===== config.mk =====
export PLATFORM = sky130hd
export DESIGN_NAME = bin_to_bcd_seq
export DESIGN_NICKNAME = d
export VERILOG_FILES = /design/src/rtl/bin_to_bcd_seq.sv
export SDC_FILE = /design/constraint.sdc
export NUM_CORES = 1
export LEC_CHECK = 0
export CAP_MARGIN = 20
export CORE_AREA = 2 2 70 99
export CTS_BUF_LIST = sky130_fd_sc_hd__clkbuf_4
export DETAILED_ROUTE_END_ITERATION = 8
export DIE_AREA = 0 0 72 101
export DONT_BUFFER_PORTS = 1
export PLACE_DENSITY = 0.53
export SKIP_LAST_GASP = 1
export SYNTH_ARGS = -nofsm -noshare
export SYNTH_HDL_FRONTEND = slang
export SYNTH_SLANG_ARGS = --single-unit

===== constraint.sdc =====
create_clock -name sys_clk -period 5.19 [get_ports sys_clk]
set_input_delay 1.557 -clock sys_clk [delete_from_list [all_inputs] [get_ports sys_clk]]
set_output_delay 1.557 -clock sys_clk [all_outputs]
set_load 0.05 [all_outputs]

===== src/rtl/bin_to_bcd_seq.sv =====
// Sequential binary-to-BCD converter (shift-and-add-3), one bit per clock,
// with saturation on overflow and leading-zero blanking for 7-segment drive.
//
// state | meaning
// IDLE  | waiting for in_valid; in_ready high
// SHIFT | double-dabble iterations, BIN_W cycles
// DONE  | result presented; out_valid high until out_ready
module bin_to_bcd_seq #(
  parameter int BIN_W  = 9,
  parameter int DIGITS = 4
) (
  input  logic                  sys_clk,
  input  logic                  sys_rst_n,
  input  logic                  in_valid,
  output logic                  in_ready,
  input  logic [BIN_W-1:0]      bin_in,
  output logic                  out_valid,
  input  logic                  out_ready,
  output logic [4*DIGITS-1:0]   bcd_out,
  output logic [DIGITS-1:0]     blank_mask,
  output logic                  ovf,
  output logic                  busy
);

  localparam int BCD_W = 4 * DIGITS;
  localparam int CNT_W = $clog2(BIN_W + 1);

  function automatic logic [63:0] max_value(input int d);
    logic [63:0] p;
    p = 64'd1;
    for (int i = 0; i < d; i++) p = p * 64'd10;
    return p - 64'd1;
  endfunction

  localparam logic [63:0]      MAX_VAL  = max_value(DIGITS);
  localparam logic [CNT_W-1:0] CNT_LOAD = CNT_W'(BIN_W);
  localparam logic [CNT_W-1:0] CNT_LAST = CNT_W'(1);

  typedef enum logic [1:0] {
    IDLE  = 2'd0,
    SHIFT = 2'd1,
    DONE  = 2'd2
  } state_t;

  state_t              state_q, state_d;
  logic [BIN_W-1:0]    sr_q, sr_d;
  logic [BCD_W-1:0]    acc_q, acc_d;
  logic [CNT_W-1:0]    cnt_q, cnt_d;
  logic                ovf_pend_q, ovf_pend_d;
  logic [BCD_W-1:0]    bcd_q, bcd_d;
  logic [DIGITS-1:0]   blank_q, blank_d;
  logic                ovf_q, ovf_d;

  logic [BCD_W-1:0]    acc_adj;
  logic [BCD_W-1:0]    acc_shift;
  logic [BCD_W-1:0]    res_bcd;
  logic [DIGITS-1:0]   res_blank;
  logic                zero_above;

  // One double-dabble step plus the result the final step would produce.
  always_comb begin
    acc_adj = acc_q;
    for (int i = 0; i < DIGITS; i++) begin
      if (acc_q[4*i +: 4] >= 4'd5) acc_adj[4*i +: 4] = acc_q[4*i +: 4] + 4'd3;
    end
    acc_shift = {acc_adj[BCD_W-2:0], sr_q[BIN_W-1]};

    res_bcd = ovf_pend_q ? {DIGITS{4'h9}} : acc_shift;

    res_blank  = '0;
    zero_above = 1'b1;
    for (int i = DIGITS - 1; i >= 1; i--) begin
      zero_above   = zero_above & (res_bcd[4*i +: 4] == 4'd0);
      res_blank[i] = zero_above;
    end
  end

  always_comb begin
    state_d    = state_q;
    sr_d       = sr_q;
    acc_d      = acc_q;
    cnt_d      = cnt_q;
    ovf_pend_d = ovf_pend_q;
    bcd_d      = bcd_q;
    blank_d    = blank_q;
    ovf_d      = ovf_q;

    case (state_q)
      IDLE: begin
        if (in_valid) begin
          sr_d       = bin_in;
          acc_d      = '0;
          cnt_d      = CNT_LOAD;
          ovf_pend_d = (64'(bin_in) > MAX_VAL);
          state_d    = SHIFT;
        end
      end
      SHIFT: begin
        sr_d  = sr_q << 1;
        acc_d = acc_shift;
        cnt_d = cnt_q - CNT_LAST;
        if (cnt_q == CNT_LAST) begin
          // Result registers load on the last shift so DONE presents them directly.
          bcd_d   = res_bcd;
          blank_d = res_blank;
          ovf_d   = ovf_pend_q;
          state_d = DONE;
        end
      end
      DONE: begin
        if (out_ready) state_d = IDLE;
      end
      default: state_d = IDLE;
    endcase
  end

  always_ff @(posedge sys_clk) begin
    if (!sys_rst_n) begin
      state_q    <= IDLE;
      sr_q       <= '0;
      acc_q      <= '0;
      cnt_q      <= '0;
      ovf_pend_q <= 1'b0;
      bcd_q      <= '0;
      blank_q    <= '0;
      ovf_q      <= 1'b0;
    end else begin
      state_q    <= state_d;
      sr_q       <= sr_d;
      acc_q      <= acc_d;
      cnt_q      <= cnt_d;
      ovf_pend_q <= ovf_pend_d;
      bcd_q      <= bcd_d;
      blank_q    <= blank_d;
      ovf_q      <= ovf_d;
    end
  end

  assign in_ready   = (state_q == IDLE);
  assign out_valid  = (state_q == DONE);
  assign busy       = (state_q != IDLE);
  assign bcd_out    = bcd_q;
  assign blank_mask = blank_q;
  assign ovf        = ovf_q;

endmodule


Yosys cells after proc, flatten, opt, wreduce, memory -nomap -nowiden

Index checks and enable logic that the tools add are counted.

Bits in registers: 50
Input bits: 13
Logic and storage cells: 46
Output and inout bits: 24

Reductions and logical operators: 9
Order comparisons: 4
Bitwise gates (word level): 2
Eq/ne operators: 6
Multiplexer cells: 14
Add/sub/neg operators: 5

Operators by type and width:

| operator                                                          | number |
|---|---|
| one-hot mux 16 bit (2 select lines)                               | 1 |
| one-hot mux 9 bit (2 select lines)                                | 1 |
| greater-or-equal comparator 4 x 3 -> 1 bit, second input constant | 4 |
| 2-to-1 mux 16 bit                                                 | 1 |
| 2-to-1 mux 4 bit                                                  | 4 |
| adder 4 x 2 -> 4 bit, second input constant                       | 3 |
| zero test 4 bit                                                   | 3 |
| 2-to-1 mux 9 bit                                                  | 1 |
| one-hot mux 4 bit (2 select lines)                                | 1 |
| 2-to-1 mux 2 bit                                                  | 3 |
| one-hot mux 2 bit (3 select lines)                                | 1 |
| == test 4 x 1 -> 1 bit, second input constant                     | 1 |
| != test 2 bit, second input constant                              | 2 |
| AND reduction 2 bit                                               | 2 |
| nonzero test 2 bit                                                | 2 |
| subtractor 4 x 1 -> 4 bit, second input constant                  | 1 |
| adder 3 x 2 -> 3 bit, second input constant                       | 1 |
| 2-to-1 mux 3 bit                                                  | 1 |
| AND reduction 3 bit                                               | 1 |
| bitwise AND 1 bit                                                 | 2 |
| == test 2 x 1 -> 1 bit, second input constant                     | 1 |
| == test 2 bit, second input constant                              | 1 |
| zero test 2 bit                                                   | 1 |
| != test 2 x 1 -> 1 bit, second input constant                     | 1 |

Longest topological paths before layout

Depth in word-level cells: 5
Depth in mapped cells: 8
Depth with buffers taken out: 7

Least setup slack after synthesis

No wires, ideal clock.

Kind: flip-flop to output port
Start: reg state_q[1]
End: out in_ready
Stages on the path, launching flop included: 5
Data required time: 3.633 ns
Setup slack: 2.230 ns
Path buffers: 2
Arrival time: 1.403 ns
Cells stage by stage: dfxtp_1 -> buf_2 -> clkbuf_1 -> or2_2 -> inv_1

Cells in the longest elaborated chain, start to end: 1

RTL lines:

| element                | RTL line | text |
|---|---|---|
| start, declared        | 45       | `state_t state_q, state_d;` |
| start signal, assigned | 128      | `state_q <= state_d;` |
| zero test 2 bit        | 139      | `assign in_ready = (state_q == IDLE);` |
| end, declared          | 15       | `output logic in_ready,` |

Every way passes these cells.

Worst setup path in the final report

Start: reg state_q[1]
End: out out_valid

Cells in the longest elaborated chain, start to end: 1

RTL lines:

| element       | RTL line | text |
|---|---|---|
| == test 2 bit | 140      | `assign out_valid = (state_q == DONE);` |
| end, declared | 17       | `output logic out_valid,` |

Every way passes these cells.

==> impl_metrics.csv <==
group,metric,value,unit
worst_setup_path,crit_fanout,18,
route,final_antenna_net_count,0,
route,drt-wirelength-per-cell,14.4,um
floorplanning,die_area,0.00727,mm2
sta,drv_slew,0,
clock_tree,cts_hold_buf,0,
clock_tree,cts_root_buf,"clkbuf_4",
layout,diodes,0,
flow_run,drv_cap,0,
route,drt_iter0_markers,68,
sta,rsz0062_at_grt,"false",
worst_setup_path,cpPeakStageDelay,0.86,ns
placement,port_buffers,0,
run_status,status,"finished, final reports clean",
worst_setup_path,cp.arrival,1.89,ns
logic_synthesis,synth-main-ff-cell,"dfxtp_1",
sta,tightest_slew,0.993,ns
pwr,p_sw,0.210,mW
floorplanning,initial_core_util,37.6,%
floorplanning,coreArea,0.00644,mm2
worst_setup_path,crit_path_start,"state_q[1]",
logic_synthesis,syn_area,0.00242,mm2
route,routed_via_density,5.35,
logic_synthesis,synth_cells,289,
clock_tree,postCtsSetupRepairBufs,0,
route,first_pass_iters,4,
grt,grt_max_degree,37,
worst_setup_path,crit-reg2reg-launch,"state_q[0]",
worst_setup_path,cp_cell_sequence,"nor2b_1",
pwr,power_frac_seq,54.4,%
placement,place.gp.congestion,0.743,
sta,setup_viol,0,
floorplanning,num_rows,35,
logic_synthesis,syn_area_per_cell,8.37,um2
worst_setup_path,crit_buf_inv,0,
hold_path,hp-start,"sr_q[8]",
placement,dp_hpwl,3540,um
route,routed_wl,5130,um
pwr,ir_drop,0.153,mV
sta,min_period_over_period,66.5,%
pwr,p_comb_share,11.1,%
worst_setup_path,crit_path_end_kind,"primary output",
route,drc,0,
sta,relSlewSlack,33.7,%
pwr,clockPowerShare,34.5,%
worst_setup_path,cpMaxStageDelayCell,"nor2b_1",
layout,fin_util,39.8,%
clock_tree,clock_sinks,50,
sta,hold_viol,0,
clock_tree,clk_latency,0.37,ns
layout,final_cell_area,0.00256,mm2
placement,placed_area,0.00244,mm2
worst_setup_path,cp_top_family,"simple AND/OR/NAND/NOR gates",
route,route.vias.total,1903,
worst_setup_path,crit_path_start_kind,"register",
layout,final_common_cell,"dfxtp_1",
logic_synthesis,synth-edff-count,0,
pwr,p_int,0.583,mW
logic_synthesis,synth-seq-area-share,41.4,%
clock_tree,tritoncts,"built",
layout,final_cell_mix,"50 x dfxtp_1, 39 x nor2_1, 33 x a21oi_1",
grt,first_global_vias,1806,
clock_tree,numCtsBuffers,5,
clock_tree,cts.path.max_buffers,2,
logic_synthesis,yosys_warnings,0,
logic_synthesis,ys_seq_elements,50,
logic_synthesis,ys_async_sr_fraction,0,%
worst_setup_path,required,3.63,ns
clock_tree,clk_pin_slew_worst_paths,0.14,ns
worst_setup_path,critical_path_class,"register to primary output",
layout,syn2layout_area_growth,6.05,%
hold_path,worstHoldPathType,"register to register",
floorplanning,die_y,101,um
floorplanning,ios,37,
sta,min_period,3.45,ns
layout,final_nets,304,
sta,whs,0.494,ns
sta,fin_skew,0.0118,ns
pwr,switching_share,26.5,%
logic_synthesis,synth.distinct_cells,41,
grt,grt_antenna_before_repair,0,
layout,drive_gt1_share,7.45,%
clock_tree,h-tree-depth,2,
pwr,powerDensity,309,mW/mm2
sta,fin_setup_tns,0,ns
grt,grt_pass1_wl,8670,um
grt,grt_overflow_total,0,
pwr,p_leak,0.946,nW
sta,clock.fmax,290,MHz
clock_tree,cts_resized,0,
floorplanning,fp.dieW,72,um
grt,track_usage,15.1,%
## path summary, 6_finish.rpt
kind                                       to  cells after the start  slack [ns]
worst min-delay path               bcd_out[0]                      2        0.49
worst min register to register     bcd_out[0]                      2        0.49
worst max register to register  blank_mask[1]                      5        2.39
worst max-delay path                out_valid                      1        1.74
## metal layers
layer | vias to the layer above | global-route usage, % | wire length (um)
met3 | 5 | 3.70 | 184
met4 | 0 | 3.92 | 61
met2 | 35 | 27.5 | 2620
met5 | - | 0 | 0
li1 | 982 | - | -
met1 | 881 | 17.5 | 2260
## cells by family after synthesis
logic type,share of synthesized area (%)
AND/OR/NAND/NOR,22.7
flip-flops,41.4
other,0.155
adder cells (fa/ha/maj),5.17
AO/OA/AOI/OAI,20.7
XOR/XNOR,1.45
buffers and inverters,5.43
multiplexers,3.00
## area by class of cell
class                   count  area, um2
flip-flops and latches     50       1000
clock buffers               5       37.5
well taps                  74       92.6
fillers                   678       3870
inverters                  14       52.6
repair buffers              1       27.5
clock inverters             3       63.8
multi-input cells         209       1290
## flip-flops by register name (all words and copies together) (netlist names)
name and cells:
acc_q 16, bcd_out 16, blank_mask 3, cnt_q 4, sr_q 9, state_q 2
## synth_stat cells (all sizes together), types with 3 or more instances
library cell,instances,share of area [%]
nor3b,8,2.5
nor3,5,1.0
clkbuf,10,1.6
xnor2,4,1.4
o21ai,11,2.3
nand3,3,0.83
o221a,8,3.7
nor2,39,6.1
nor2b,7,1.8
ha,10,5.2
inv,13,2.0
dfxtp,50,41
a21oi,33,6.8
nand2b,8,2.1
a211oi,5,1.6
nand2,25,3.9
mux2i,5,2.1
buf,7,1.7
a22oi,11,3.4
and2,6,1.6
## tightest hold or removal path: stages, from the launching register on
cell,delay (ns)
dfxtp_1,0.36
nand2_1,0.06
a21oi_1,0.05
## through the flow
step / std cells / setup WS [ns] / power (mW)
2_1_floorplan: 290 / 2.23 / 0.514
3_3_place_gp: 347 / 2.12 / 0.527
3_5_place_dp: 347 / 2.13 / 0.528
4_1_cts: 355 / 1.70 / 0.801
5_1_grt: 356 / 1.60 / 0.832
6_report: 356 / 1.74 / 0.793
## power groups by stage
stage / combinational (mW) / clock, mW / sequential [mW]
CTS: 0.0872 / 0.281 / 0.432
detailed placement: 0.0868 / 0 / 0.441
global route: 0.101 / 0.297 / 0.435
finish: 0.0882 / 0.273 / 0.432
global placement: 0.0867 / 0 / 0.441
floorplan: 0.0810 / 0 / 0.433
Note: power is estimated with default switching activity, not from simulation.
